`src/rtl/iir_filter_tdm.sv`:
```
// Direct-form-I IIR filter sharing one signed MAC over all b/a taps; y[n] is sampled with out_valid on edge 2*ORDER+3 after accept.
// in_ready is low while a sample is in flight (the source holds the sample); optional sticky ovf_flag port when IIR_OVF_FLAG_EN is defined.
module iir_filter_tdm #(
    parameter int DATA_W    = 24,
    parameter int COEF_W    = 24,
    parameter int FRAC_BITS = 22,
    parameter int ORDER     = 11,
    parameter int ACC_W     = 56
) (
    input  logic                         clk,
    input  logic                         reset,
    input  logic                         in_valid,
    input  logic signed [DATA_W-1:0]     in_data,
    output logic                         in_ready,
    input  logic                         coef_we,
    input  logic                         coef_sel,
    input  logic [$clog2(ORDER+1)-1:0]   coef_addr,
    input  logic signed [COEF_W-1:0]     coef_wdata,
    output logic                         out_valid,
    output logic signed [DATA_W-1:0]     out_data
`ifdef IIR_OVF_FLAG_EN
    ,
    output logic                         ovf_flag
`endif
);
    localparam int ADDR_W = $clog2(ORDER + 1);
    localparam int CNT_W  = $clog2(2 * ORDER + 1);
    localparam int PROD_W = DATA_W + COEF_W;

    localparam logic [CNT_W-1:0]         ORD_C    = CNT_W'(ORDER);
    localparam logic [CNT_W-1:0]         LAST_C   = CNT_W'(2 * ORDER);
    localparam logic [ADDR_W-1:0]        ADDR_MAX = ADDR_W'(ORDER);
    localparam logic signed [COEF_W-1:0] B0_RST   = COEF_W'(1) << FRAC_BITS;
    localparam logic signed [ACC_W-1:0]  HALF     = ACC_W'(1) << (FRAC_BITS - 1);
    localparam logic signed [DATA_W-1:0] D_MAX    = {1'b0, {(DATA_W-1){1'b1}}};
    localparam logic signed [DATA_W-1:0] D_MIN    = {1'b1, {(DATA_W-1){1'b0}}};
    localparam logic signed [ACC_W-1:0]  SAT_MAX  = ACC_W'(D_MAX);
    localparam logic signed [ACC_W-1:0]  SAT_MIN  = ACC_W'(D_MIN);

    typedef enum logic [1:0] {S_IDLE, S_MAC, S_ROUND, S_OUT} state_t;

    state_t                   state_q, state_d;
    logic [CNT_W-1:0]         k_q, k_d;
    logic signed [ACC_W-1:0]  acc_q, acc_d;
    logic signed [DATA_W-1:0] x_q [0:ORDER];
    logic signed [DATA_W-1:0] y_q [0:ORDER-1];
    logic signed [COEF_W-1:0] b_q [0:ORDER];
    logic signed [COEF_W-1:0] a_q [0:ORDER];
    logic                     out_valid_q;
    logic signed [DATA_W-1:0] out_data_q;

    logic                     use_a;
    logic [ADDR_W-1:0]        tap_b, tap_a;
    logic signed [DATA_W-1:0] mul_x;
    logic signed [COEF_W-1:0] mul_c;
    logic signed [PROD_W-1:0] prod;
    logic signed [ACC_W-1:0]  prod_ext, rnd_sum, r_full;
    logic                     clip_hi, clip_lo;
    logic signed [DATA_W-1:0] sat_val;
    logic                     accept, coef_ok;

    // Taps 0..ORDER walk the b/x bank, ORDER+1..2*ORDER walk the a/y bank.
    always_comb begin
        use_a    = (k_q > ORD_C);
        tap_b    = ADDR_W'(k_q);
        tap_a    = ADDR_W'(k_q - ORD_C);
        mul_x    = use_a ? y_q[tap_a - ADDR_W'(1)] : x_q[tap_b];
        mul_c    = use_a ? a_q[tap_a] : b_q[tap_b];
        prod     = PROD_W'(mul_x) * PROD_W'(mul_c);
        prod_ext = {{(ACC_W-PROD_W){prod[PROD_W-1]}}, prod};
        rnd_sum  = acc_q + HALF;
        r_full   = rnd_sum >>> FRAC_BITS;
        clip_hi  = (r_full > SAT_MAX);
        clip_lo  = (r_full < SAT_MIN);
        sat_val  = clip_hi ? D_MAX : (clip_lo ? D_MIN : DATA_W'(r_full));
    end

    // The result registers at the end of ROUND, so out_valid is seen during OUT,
    // where the next sample may already be accepted.
    always_comb begin
        state_d  = state_q;
        k_d      = k_q;
        acc_d    = acc_q;
        in_ready = (state_q == S_IDLE) || (state_q == S_OUT);
        accept   = in_valid && in_ready;
        coef_ok  = coef_we && in_ready && (coef_addr <= ADDR_MAX) &&
                   !(coef_sel && (coef_addr == '0));
        case (state_q)
            S_IDLE, S_OUT: begin
                state_d = S_IDLE;
                if (accept) begin
                    state_d = S_MAC;
                    acc_d   = '0;
                    k_d     = '0;
                end
            end
            S_MAC: begin
                acc_d = use_a ? (acc_q - prod_ext) : (acc_q + prod_ext);
                if (k_q == LAST_C) begin
                    state_d = S_ROUND;
                end else begin
                    k_d = k_q + CNT_W'(1);
                end
            end
            S_ROUND: state_d = S_OUT;
            default: state_d = S_IDLE;
        endcase
    end

    always_ff @(posedge clk) begin
        if (reset) begin
            state_q     <= S_IDLE;
            k_q         <= '0;
            acc_q       <= '0;
            out_valid_q <= 1'b0;
            out_data_q  <= '0;
            for (int i = 0; i <= ORDER; i++) begin
                x_q[i] <= '0;
                b_q[i] <= (i == 0) ? B0_RST : '0;
                a_q[i] <= '0;
            end
            for (int i = 0; i < ORDER; i++) begin
                y_q[i] <= '0;
            end
        end else begin
            state_q     <= state_d;
            k_q         <= k_d;
            acc_q       <= acc_d;
            out_valid_q <= (state_q == S_ROUND);
            if (accept) begin
                x_q[0] <= in_data;
                for (int i = 1; i <= ORDER; i++) begin
                    x_q[i] <= x_q[i-1];
                end
            end
            if (state_q == S_ROUND) begin
                out_data_q <= sat_val;
                y_q[0]     <= sat_val;
                for (int i = 1; i < ORDER; i++) begin
                    y_q[i] <= y_q[i-1];
                end
            end
            if (coef_ok) begin
                if (coef_sel) begin
                    a_q[coef_addr] <= coef_wdata;
                end else begin
                    b_q[coef_addr] <= coef_wdata;
                end
            end
        end
    end

    assign out_valid = out_valid_q;
    assign out_data  = out_data_q;

`ifdef IIR_OVF_FLAG_EN
    logic ovf_q;

    always_ff @(posedge clk) begin
        if (reset) begin
            ovf_q <= 1'b0;
        end else if ((state_q == S_ROUND) && (clip_hi || clip_lo)) begin
            ovf_q <= 1'b1;
        end
    end

    assign ovf_flag = ovf_q;
`endif

endmodule
```
`config.mk`:
```
export PLATFORM = sky130hd
export DESIGN_NAME = iir_filter_tdm
export DESIGN_NICKNAME = d
export VERILOG_FILES = /design/src/rtl/iir_filter_tdm.sv
export SDC_FILE = /design/constraint.sdc
export NUM_CORES = 2
export LEC_CHECK = 0
export CAP_MARGIN = 0
export CORE_ASPECT_RATIO = 1.75
export CORE_MARGIN = 2
export CORE_UTILIZATION = 50
export DETAILED_ROUTE_END_ITERATION = 8
export PLACE_DENSITY = 0.68
export SYNTH_ARGS = -nofsm -noshare
export SYNTH_HDL_FRONTEND = slang
export SYNTH_SLANG_ARGS = --single-unit
```
`constraint.sdc`:
```
create_clock -name clk -period 13.74 [get_ports clk]
set_clock_uncertainty 0.2 [all_clocks]
set_input_delay 1.374 -clock clk [delete_from_list [all_inputs] [get_ports clk]]
set_output_delay 1.374 -clock clk [all_outputs]
set_load 0.01 [all_outputs]
```
==> flow_metrics.env <==
export IMPL_outcome="complete, no violations"
export IMPL_avgSynthCellArea_um2=12.6
export IMPL_yosysTopAreaCell="edfxtp_1"
export IMPL_synth_edf_count=1320
export IMPL_rows=202
export IMPL_startpoint="k_q[0]"
export IMPL_cpPeakStageDelay_ns=0.53
export IMPL_syn_area_um2=87200
export IMPL_cap_viol_max_count=0
export IMPL_grt_pass1_wl_um=357000
export IMPL_netlist_instances=6895
export IMPL_seq_area_um2=41500
export IMPL_fmax_ghz=0.0757
export IMPL_die_width_um=320
export IMPL_grt_max_degree=241
export IMPL_grt_total_usage_pct=26.9
export IMPL_routed_wl_um=237000
export IMPL_reg2regPathDepth=53
export IMPL_die_area_um2=178000
export IMPL_seq_area_frac_synth_pct=47.6
export IMPL_critPathCapture="acc_q[55]"
export IMPL_crit_top_cell="fa_1"
export IMPL_drt_pass1_iterations=6
export IMPL_core_area_um2=173000
export IMPL_final_common_cell="edfxtp_1"
export IMPL_netlist_area_leader_share_pct=45.5
export IMPL_crit_type="flip-flop to flip-flop"
export IMPL_final_hold_viol_count=0
export IMPL_synthDistinctLibCells=88
export IMPL_vias=54366
export IMPL_boundaryPins=83
export IMPL_rr_endpoint="acc_q[55]"
export IMPL_io_buffer_count=82
export IMPL_slew_viol_final=0
export IMPL_rsz0062_at_grt="false"
export IMPL_min_period_ns=13.22
export IMPL_yosys_warnings=0
export IMPL_crit_fanout=24
export IMPL_finalCritPeriodShare_pct=96.2
export IMPL_crit_slowest_cell="fa_1"
export IMPL_antenna_found_initial=4
export IMPL_cts_buffer_depth=4
export IMPL_die_h_um=556
export IMPL_timing_setup_tns_ns=0
export IMPL_synthArstFlopShare_pct=0
export IMPL_htreeDepth=4
export IMPL_cts_buffers=142
export IMPL_ant_nets=0
export IMPL_cts_sinks=1412
export IMPL_crit_path_start_kind="flip-flop"
export IMPL_clockRootBuffer="clkbuf_16"
export IMPL_ys_top_cells_by_area="edfxtp_1, fa_1, mux4_2"
export IMPL_setup_violations=0
export IMPL_drt_iter0_drc=4161
export IMPL_tightest_slew_ns=1.25
export IMPL_grt_pass1_vias=58464
export IMPL_start_util_pct=50.4
export IMPL_hpwl_um=171000
export IMPL_path_clk_slew_ns=0.06
export IMPL_grt_ovfl_total=0
export IMPL_whs_path_depth=2
export IMPL_final_util_pct=55.7
export IMPL_cp_end_kind="flip-flop"
export IMPL_worstPathRequired_ns=14.25
export IMPL_r2r_start="k_q[0]"
export IMPL_area_growth_pct=10.6
export IMPL_min_path_type="flip-flop to flip-flop"
export IMPL_gp_congestion=1.01
export IMPL_synth_seq_cells=1412
export IMPL_postCtsHoldBufs=0
export IMPL_drive_above_1_share_pct=12.0
export IMPL_worstPathArrival_ns=13.73
export IMPL_insertion_delay_ns=0.82
export IMPL_multi_input_area_um2=42700
export IMPL_layout_common_cells="edfxtp_1, and2_1, inv_1, fa_1, nand2_1"
export IMPL_wire_per_inst_um=25.0
export IMPL_drc_errors=0
export IMPL_via_per_inst=5.74
export IMPL_fin_nets=8002
export IMPL_synthFlopType="edfxtp_1"
export IMPL_rrSetupSlack_ns=0.52
export IMPL_n_fill_cell=14193
export IMPL_cts_tree="built"
export IMPL_slew_limit_headroom_pct=16.4
==> state kept, by name, indices dropped and copies added, names as in the netlist, named ones only <==
name,cells
b_q,384
state_q,2
k_q,5
y_q,264
out_data,24
a_q,384
out_valid,1
x_q,288
acc_q,56
==> final cells by class <==
class                   count  area share [%]
repair buffers            309            2.96
multi-input cells        4640            44.2
clock buffers             181            3.91
inverters                 636            2.49
diodes                      1         0.00259
well taps                2244            2.91
clock inverters            54           0.474
flip-flops and latches   1412            43.0
==> worst max-delay path: cells and delay by family (launching register included) <==
kind	cells	cell delay, ns
adders and majority gates	10	4.49
AOI/OAI and AO/OA	16	3.52
and+or+nand+nor	14	2.54
buffers and inverters	10	1.33
xor gates and xnor gates	3	0.59
DFF	1	0.39
==> repair_timing <==
action / 4_1_cts / 5_1_grt
endpoints found under the setup margin: 0 / 3
setup buffers: 0 / 5
resized for setup: 0 / 11
==> how the worst min path moves through the flow <==
stage | end | start | slack [ns]
2_1_floorplan | acc_q[3] | acc_q[3] | 0.24
3_3_place_gp | out_data[0] | out_data[0] | 0.24
3_5_place_dp | acc_q[0] | acc_q[0] | 0.25
4_1_cts | acc_q[0] | acc_q[0] | 0.26
5_1_grt | acc_q[0] | acc_q[0] | 0.28
6_report | acc_q[0] | acc_q[0] | 0.26
==> metal layers <==
layer | global-route usage [%] | wire length [um] | part of all wire (%) | vias to the layer above
met5 | 0 | 19 | 0.0080 | -
met1 | 28.6 | 80400 | 34 | 27956
met4 | 17.2 | 17400 | 7.3 | 2
met3 | 3.60 | 11500 | 4.9 | 702
li1 | - | - | - | 23963
met2 | 50.0 | 127000 | 54 | 1743
==> cell usage after synthesis, types with 69 or more instances <==
cell type / number
edfxtp_1: 1320
and2_1: 1040
inv_1: 628
fa_1: 609
nand2_1: 529
nor2_1: 431
mux4_2: 360
clkbuf_1: 352
ha_1: 195
a21oi_1: 171
o21ai_0: 123
nor2b_1: 106
xnor2_1: 99
dfxtp_1: 92
mux2i_1: 77
xor2_1: 69
==> kinds of logic (layout without fill, tap and decap cells) <==
| group | Yosys count | count (layout) | synth area share, % |
|---|---|---|---|
| DFF | 1412 | 1412 | 47.6 |
| muxes | 442 | 442 | 10.2 |
| and+or+nand+nor | 2374 | 2374 | 14.3 |
| buffers and inverters | 1058 | 1180 | 4.60 |
| AOI/OAI and AO/OA | 635 | 635 | 4.75 |
| other | 1 | 217 | 0.00430 |
| xor gates and xnor gates | 169 | 169 | 1.71 |
| adders and majority gates | 804 | 804 | 16.8 |
==> stage by stage <==
| step | area (um^2) | hold WS [ns] | setup WS, ns | cells |
|---|---|---|---|---|
| 4_1_cts | 96400 | 0.259 | 0.493 | 9471 |
| 6_report | 96400 | 0.259 | 0.523 | 9477 |
| 3_3_place_gp | 92100 | 0.242 | 0.674 | 9236 |
| 2_1_floorplan | 88000 | 0.236 | 0.0837 | 7110 |
| 3_5_place_dp | 92100 | 0.252 | 0.566 | 9236 |
| 5_1_grt | 96400 | 0.280 | 0.00744 | 9477 |
Power is left out: the tool's default activity adds up to more than one toggle a clock period on the data nets, which glitch-free logic cannot reach.
